<file path="src/rtl/uart_rx_fifo.sv">
// 8N1 UART receiver with mid-bit sampling and a first-word-fall-through receive FIFO.
// Framing errors and overruns are reported as registered single-cycle pulses.
module uart_rx_fifo #(
    parameter int unsigned CLKS_PER_BIT = 1250,
    parameter int unsigned FIFO_DEPTH   = 4
) (
    input  logic                          i_CLK,
    input  logic                          i_RST,
    input  logic                          i_UART_TXD,
    output logic [7:0]                    o_RX_DATA,
    output logic                          o_RX_VALID,
    input  logic                          i_RX_READY,
    output logic [$clog2(FIFO_DEPTH):0]   o_RX_LEVEL,
    output logic                          o_FRAME_ERR,
    output logic                          o_OVERRUN
);

    localparam int unsigned TW = $clog2(CLKS_PER_BIT);
    localparam int unsigned PW = $clog2(FIFO_DEPTH);
    localparam int unsigned LW = PW + 1;

    localparam logic [TW-1:0] HalfLast = TW'(CLKS_PER_BIT / 2 - 1);
    localparam logic [TW-1:0] FullLast = TW'(CLKS_PER_BIT - 1);
    localparam logic [LW-1:0] DepthLvl = LW'(FIFO_DEPTH);

    typedef enum logic [1:0] {StIdle, StStart, StData, StStop} state_e;

    state_e          state_q, state_d;
    logic            sync1_q, sync1_d;
    logic            rx_s_q, rx_s_d;
    logic [TW-1:0]   timer_q, timer_d;
    logic [2:0]      idx_q, idx_d;
    logic [7:0]      shift_q, shift_d;
    logic            frame_err_q, frame_err_d;
    logic            overrun_q, overrun_d;

    logic [7:0]      mem_q [FIFO_DEPTH];
    logic [7:0]      mem_d [FIFO_DEPTH];
    logic [PW-1:0]   wr_ptr_q, wr_ptr_d;
    logic [PW-1:0]   rd_ptr_q, rd_ptr_d;
    logic [LW-1:0]   count_q, count_d;

    logic            push;
    logic            pop;
    logic            full;
    logic            wr_en;

    // Receive FSM and bit timer
    always_comb begin
        sync1_d     = i_UART_TXD;
        rx_s_d      = sync1_q;
        state_d     = state_q;
        timer_d     = timer_q;
        idx_d       = idx_q;
        shift_d     = shift_q;
        push        = 1'b0;
        frame_err_d = 1'b0;
        unique case (state_q)
            StIdle: begin
                if (!rx_s_q) begin
                    state_d = StStart;
                    timer_d = '0;
                end
            end
            StStart: begin
                if (timer_q == HalfLast) begin
                    timer_d = '0;
                    if (!rx_s_q) begin
                        state_d = StData;
                        idx_d   = '0;
                    end else begin
                        state_d = StIdle;
                    end
                end else begin
                    timer_d = timer_q + TW'(1);
                end
            end
            StData: begin
                if (timer_q == FullLast) begin
                    timer_d         = '0;
                    shift_d[idx_q]  = rx_s_q;
                    if (idx_q == 3'd7) begin
                        state_d = StStop;
                    end else begin
                        idx_d = idx_q + 3'd1;
                    end
                end else begin
                    timer_d = timer_q + TW'(1);
                end
            end
            StStop: begin
                if (timer_q == FullLast) begin
                    timer_d = '0;
                    state_d = StIdle;
                    if (rx_s_q) begin
                        push = 1'b1;
                    end else begin
                        frame_err_d = 1'b1;
                    end
                end else begin
                    timer_d = timer_q + TW'(1);
                end
            end
            default: state_d = StIdle;
        endcase
    end

    // FIFO bookkeeping; a pop in the same cycle frees the slot a full-FIFO push needs
    always_comb begin
        pop       = (count_q != '0) && i_RX_READY;
        full      = (count_q == DepthLvl);
        wr_en     = push && (!full || pop);
        overrun_d = push && full && !pop;
        wr_ptr_d  = wr_en ? wr_ptr_q + PW'(1) : wr_ptr_q;
        rd_ptr_d  = pop ? rd_ptr_q + PW'(1) : rd_ptr_q;
        count_d   = count_q;
        if (wr_en && !pop) begin
            count_d = count_q + LW'(1);
        end else if (!wr_en && pop) begin
            count_d = count_q - LW'(1);
        end
        mem_d = mem_q;
        if (wr_en) begin
            mem_d[wr_ptr_q] = shift_q;
        end
    end

    always_ff @(posedge i_CLK or negedge i_RST) begin
        if (!i_RST) begin
            state_q     <= StIdle;
            sync1_q     <= 1'b1;
            rx_s_q      <= 1'b1;
            timer_q     <= '0;
            idx_q       <= '0;
            shift_q     <= '0;
            frame_err_q <= 1'b0;
            overrun_q   <= 1'b0;
            mem_q       <= '{default: '0};
            wr_ptr_q    <= '0;
            rd_ptr_q    <= '0;
            count_q     <= '0;
        end else begin
            state_q     <= state_d;
            sync1_q     <= sync1_d;
            rx_s_q      <= rx_s_d;
            timer_q     <= timer_d;
            idx_q       <= idx_d;
            shift_q     <= shift_d;
            frame_err_q <= frame_err_d;
            overrun_q   <= overrun_d;
            mem_q       <= mem_d;
            wr_ptr_q    <= wr_ptr_d;
            rd_ptr_q    <= rd_ptr_d;
            count_q     <= count_d;
        end
    end

    assign o_RX_DATA   = mem_q[rd_ptr_q];
    assign o_RX_VALID  = (count_q != '0);
    assign o_RX_LEVEL  = count_q;
    assign o_FRAME_ERR = frame_err_q;
    assign o_OVERRUN   = overrun_q;

endmodule
</file>
<file path="config.mk">
export PLATFORM = sky130hd
export DESIGN_NAME = uart_rx_fifo
export DESIGN_NICKNAME = d
export VERILOG_FILES = /design/src/rtl/uart_rx_fifo.sv
export SDC_FILE = /design/constraint.sdc
export NUM_CORES = 1
export LEC_CHECK = 0
export ABC_AREA = 1
export BUFFER_PORTS_ARGS = -buffer_cell sky130_fd_sc_hd__buf_2
export CORE_MARGIN = 8
export CORE_UTILIZATION = 50
export CTS_CLUSTER_SIZE = 14
export DETAILED_ROUTE_END_ITERATION = 7
export PLACE_DENSITY = 0.67
export RECOVER_POWER = 25
export SLEW_MARGIN = 20
export SYNTH_ARGS = -nofsm -noshare
export SYNTH_HDL_FRONTEND = slang
export SYNTH_SLANG_ARGS = --single-unit
</file>
<file path="constraint.sdc">
create_clock -name i_CLK -period 3.9 [get_ports i_CLK]
set_clock_uncertainty 0.2 [all_clocks]
set_input_delay 0.78 -clock i_CLK [delete_from_list [all_inputs] [get_ports i_CLK]]
set_output_delay 0.78 -clock i_CLK [all_outputs]
set_load 0.05 [all_outputs]
</file>
==> results.ini <==
[timing]
worst_pin_slew_ns=1.18
setup_viol=0
hold_viol_final=0
fmax_mhz=345
setup_tns_ns=0
fin_crit_ns=2.89
period_share_pct=74.2
drv_slew=0
relSlewSlack_pct=21.3
rsz0062_at_grt=false

[clock_tree]
insertion_delay_ns=0.35
cts_resized=0
numCtsBuffers=9
cts-hold-fix-buffers=0
clkSlewWorstSetupHoldPaths_ns=0.08
clkSinkCount=67
post_cts_buffers=0
h-tree-depth=3
cts_max_path_buffers=2
cts_tree=yes
cts_root_buf=clkbuf_8

[floorplanning]
dieArea_sq_um=9580
start_util_pct=50.4
core_area_sq_um=6640
die_h_microns=97.9
fp-row-count=30
die_x_microns=97.9
io_pins=18

[run_status]
status=completed

[setup_path]
r2r_start=timer_q[1]
critPathCaptureType=flop
startpoint_type=flop
worstSetupPathType=reg2reg
r2r-end=o_RX_LEVEL[2]
cp_max_fo=5
cp_data_required_time_ns=3.93
r2r_cells=14
arrival_ns=2.93
reg2reg_slack_ns=1.01

[detailed_routing]
dr.pass1.iters=4
dr_total_vias=2479
dr.first_iter.drc_count=80
postRouteAntennaNets=0
vias_per_cell=5.07
drc=0
wirelength_microns=6400
wire_per_inst_microns=13.1

[global_routing]
overflow=0
grt_max_degree=50
antenna_found_initial=0
grt_pass1_vias=2483
grtUsageTotal_pct=14.8
grt_pass1_wl_microns=11500

[synthesis]
yosysSeqAreaShare_pct=50.1
syn-instance-count=384
syn_nets=399
yosysWarnings=0
synth_cell_type_count=33
ys_seq_elements=67
synth_area_per_cell_sq_um=8.73
synth_area_sq_um=3350

[min_path]
min_path_type=reg2reg
min_from=rx_s_d
hold_end=rx_s_q
hold_depth=0

[final_layout]
diodes=0
layout_commonest_cell=nand2_1
drive_gt1_share_pct=14.4
post_layout_nonfiller_instances=489
areaGrowthSynthToFinish_pct=10.2
nNetsFinal=419
mostFrequentLayoutCells=nand2_1 (79), dfrtp_1 (65), nor2_1 (51)
fill_cells=597

[pwr]
p_leak_nw=1.73
vdd_drop_max_mv=0.186
p_per_area_nw_per_um2=558

[placement]
place_congestion=0.797
dp_cells=473
port_buffers=17
dp_hpwl_microns=4570

[run]
cap_violations=0

[flip-flops by register name, summed over array words and instances (netlist names), named ones only]
name and flops:
o_RX_LEVEL 3, o_FRAME_ERR 1, mem_q 32, state_q 1
wr_ptr_q 2, shift_q 8, idx_q 3, o_OVERRUN 1
timer_q 11, rx_s_q 1, rx_s_d 1, rd_ptr_q 2
[cells in the mapped netlist]
master | number | area, sq um
or2_2 | 1 | 6.26
clkinv_1 | 1 | 3.75
o22ai_1 | 8 | 50.1
o21ai_2 | 4 | 35.0
buf_6 | 4 | 45.0
nand4_4 | 1 | 21.3
inv_2 | 5 | 18.8
buf_4 | 1 | 7.51
o21bai_1 | 1 | 7.51
nand2_2 | 2 | 12.5
nand2_1 | 79 | 297
o31ai_1 | 1 | 7.51
a21oi_1 | 8 | 40.0
nand3_4 | 5 | 87.6
o21ai_1 | 32 | 160
clkbuf_1 | 4 | 15.0
mux2_2 | 1 | 11.3
xnor2_1 | 2 | 17.5
dfstp_2 | 2 | 52.6
nor2_8 | 1 | 20.0
nand3_2 | 1 | 10.0
dfrtp_1 | 65 | 1630
nor2b_1 | 1 | 6.26
o21ai_0 | 29 | 145
xor2_1 | 8 | 70.1
inv_1 | 36 | 135
ha_1 | 10 | 125
nor2_2 | 3 | 18.8
nor3_1 | 3 | 15.0
fa_1 | 1 | 20.0
nor2_1 | 51 | 191
nand3_1 | 12 | 60.1
nor2_4 | 1 | 11.3
[report_power, final]
group	total (W)	switching, W	internal [W]
Clock	0.000674	0.000277	0.000397
Combinational	0.000602	0.000452	0.000150
Sequential	0.000786	0.0000619	0.000724
Total	0.00206	0.000791	0.00127
[cells by family after synthesis]
| kind of cell | count (synthesis) | synth area share, % |
|---|---|---|
| flip-flops | 67 | 50.1 |
| AO/OA/AOI/OAI | 83 | 13.3 |
| XOR/XNOR | 10 | 2.61 |
| buffers and inverters | 51 | 6.72 |
| AND/OR/NAND/NOR | 161 | 22.6 |
| adder cells (fa/ha/maj) | 11 | 4.33 |
| multiplexers | 1 | 0.336 |
[critical path, stage by stage (launching register included)]
cell and delay, ns:
dfrtp_1 0.40, inv_1 0.10, ha_1 0.15, nand2_1 0.05, inv_1 0.10, nand4_1 0.30, nor2_8 0.28, nand2_1 0.11
inv_1 0.11, ha_1 0.15, inv_1 0.06, fa_1 0.37, a21oi_1 0.14, o21ai_0 0.11, xor2_1 0.15
[through the flow]
| stage | util (%) | power, W | instance area (sq um) | hold slack (ns) | setup slack [ns] |
|---|---|---|---|---|---|
| floorplan | - | 0.00127 | 3350 | 0.145 | 0.896 |
| global placement | 52.3 | 0.00140 | 3480 | 0.146 | 1.20 |
| detailed placement | 52.3 | 0.00140 | 3480 | 0.148 | 1.19 |
| CTS | 55.9 | 0.00208 | 3710 | 0.159 | 1.02 |
| global route | 55.6 | 0.00217 | 3690 | 0.161 | 0.747 |
| finish | 55.6 | 0.00206 | 3690 | 0.158 | 1.01 |
[how the worst max path moves through the flow]
stage	depth (start not counted)	from	to	slack [ns]
after floorplan	10	o_RX_LEVEL[0]	o_RX_LEVEL[1]	0.90
after global placement	12	rx_s_q	o_RX_LEVEL[2]	1.20
after detailed placement	14	timer_q[1]	o_RX_LEVEL[2]	1.19
after CTS	4	rd_ptr_q[0]	o_RX_DATA[2]	1.02
after global routing	4	rd_ptr_q[0]	o_RX_DATA[0]	0.75
final	14	timer_q[1]	o_RX_LEVEL[2]	1.01
[cell type report]
cell class | count | area (sq um) | share of cell area [%]
flip-flops and latches | 67 | 1680 | 45.5
multi-input cells | 266 | 1430 | 38.8
inverters | 42 | 158 | 4.27
clock buffers | 11 | 151 | 4.10
well taps | 80 | 100 | 2.71
repair buffers | 18 | 88.8 | 2.41
clock inverters | 5 | 83.8 | 2.27
[metal layers]
metal	GRT usage, %	vias up	part of all wire, %
met4	5.88	0	1.6
met2	23.2	34	45
li1	-	1284	-
met1	18.2	1149	49
met3	5.19	12	4.4
met5	0	-	0
(Power assumes the default switching activity.)
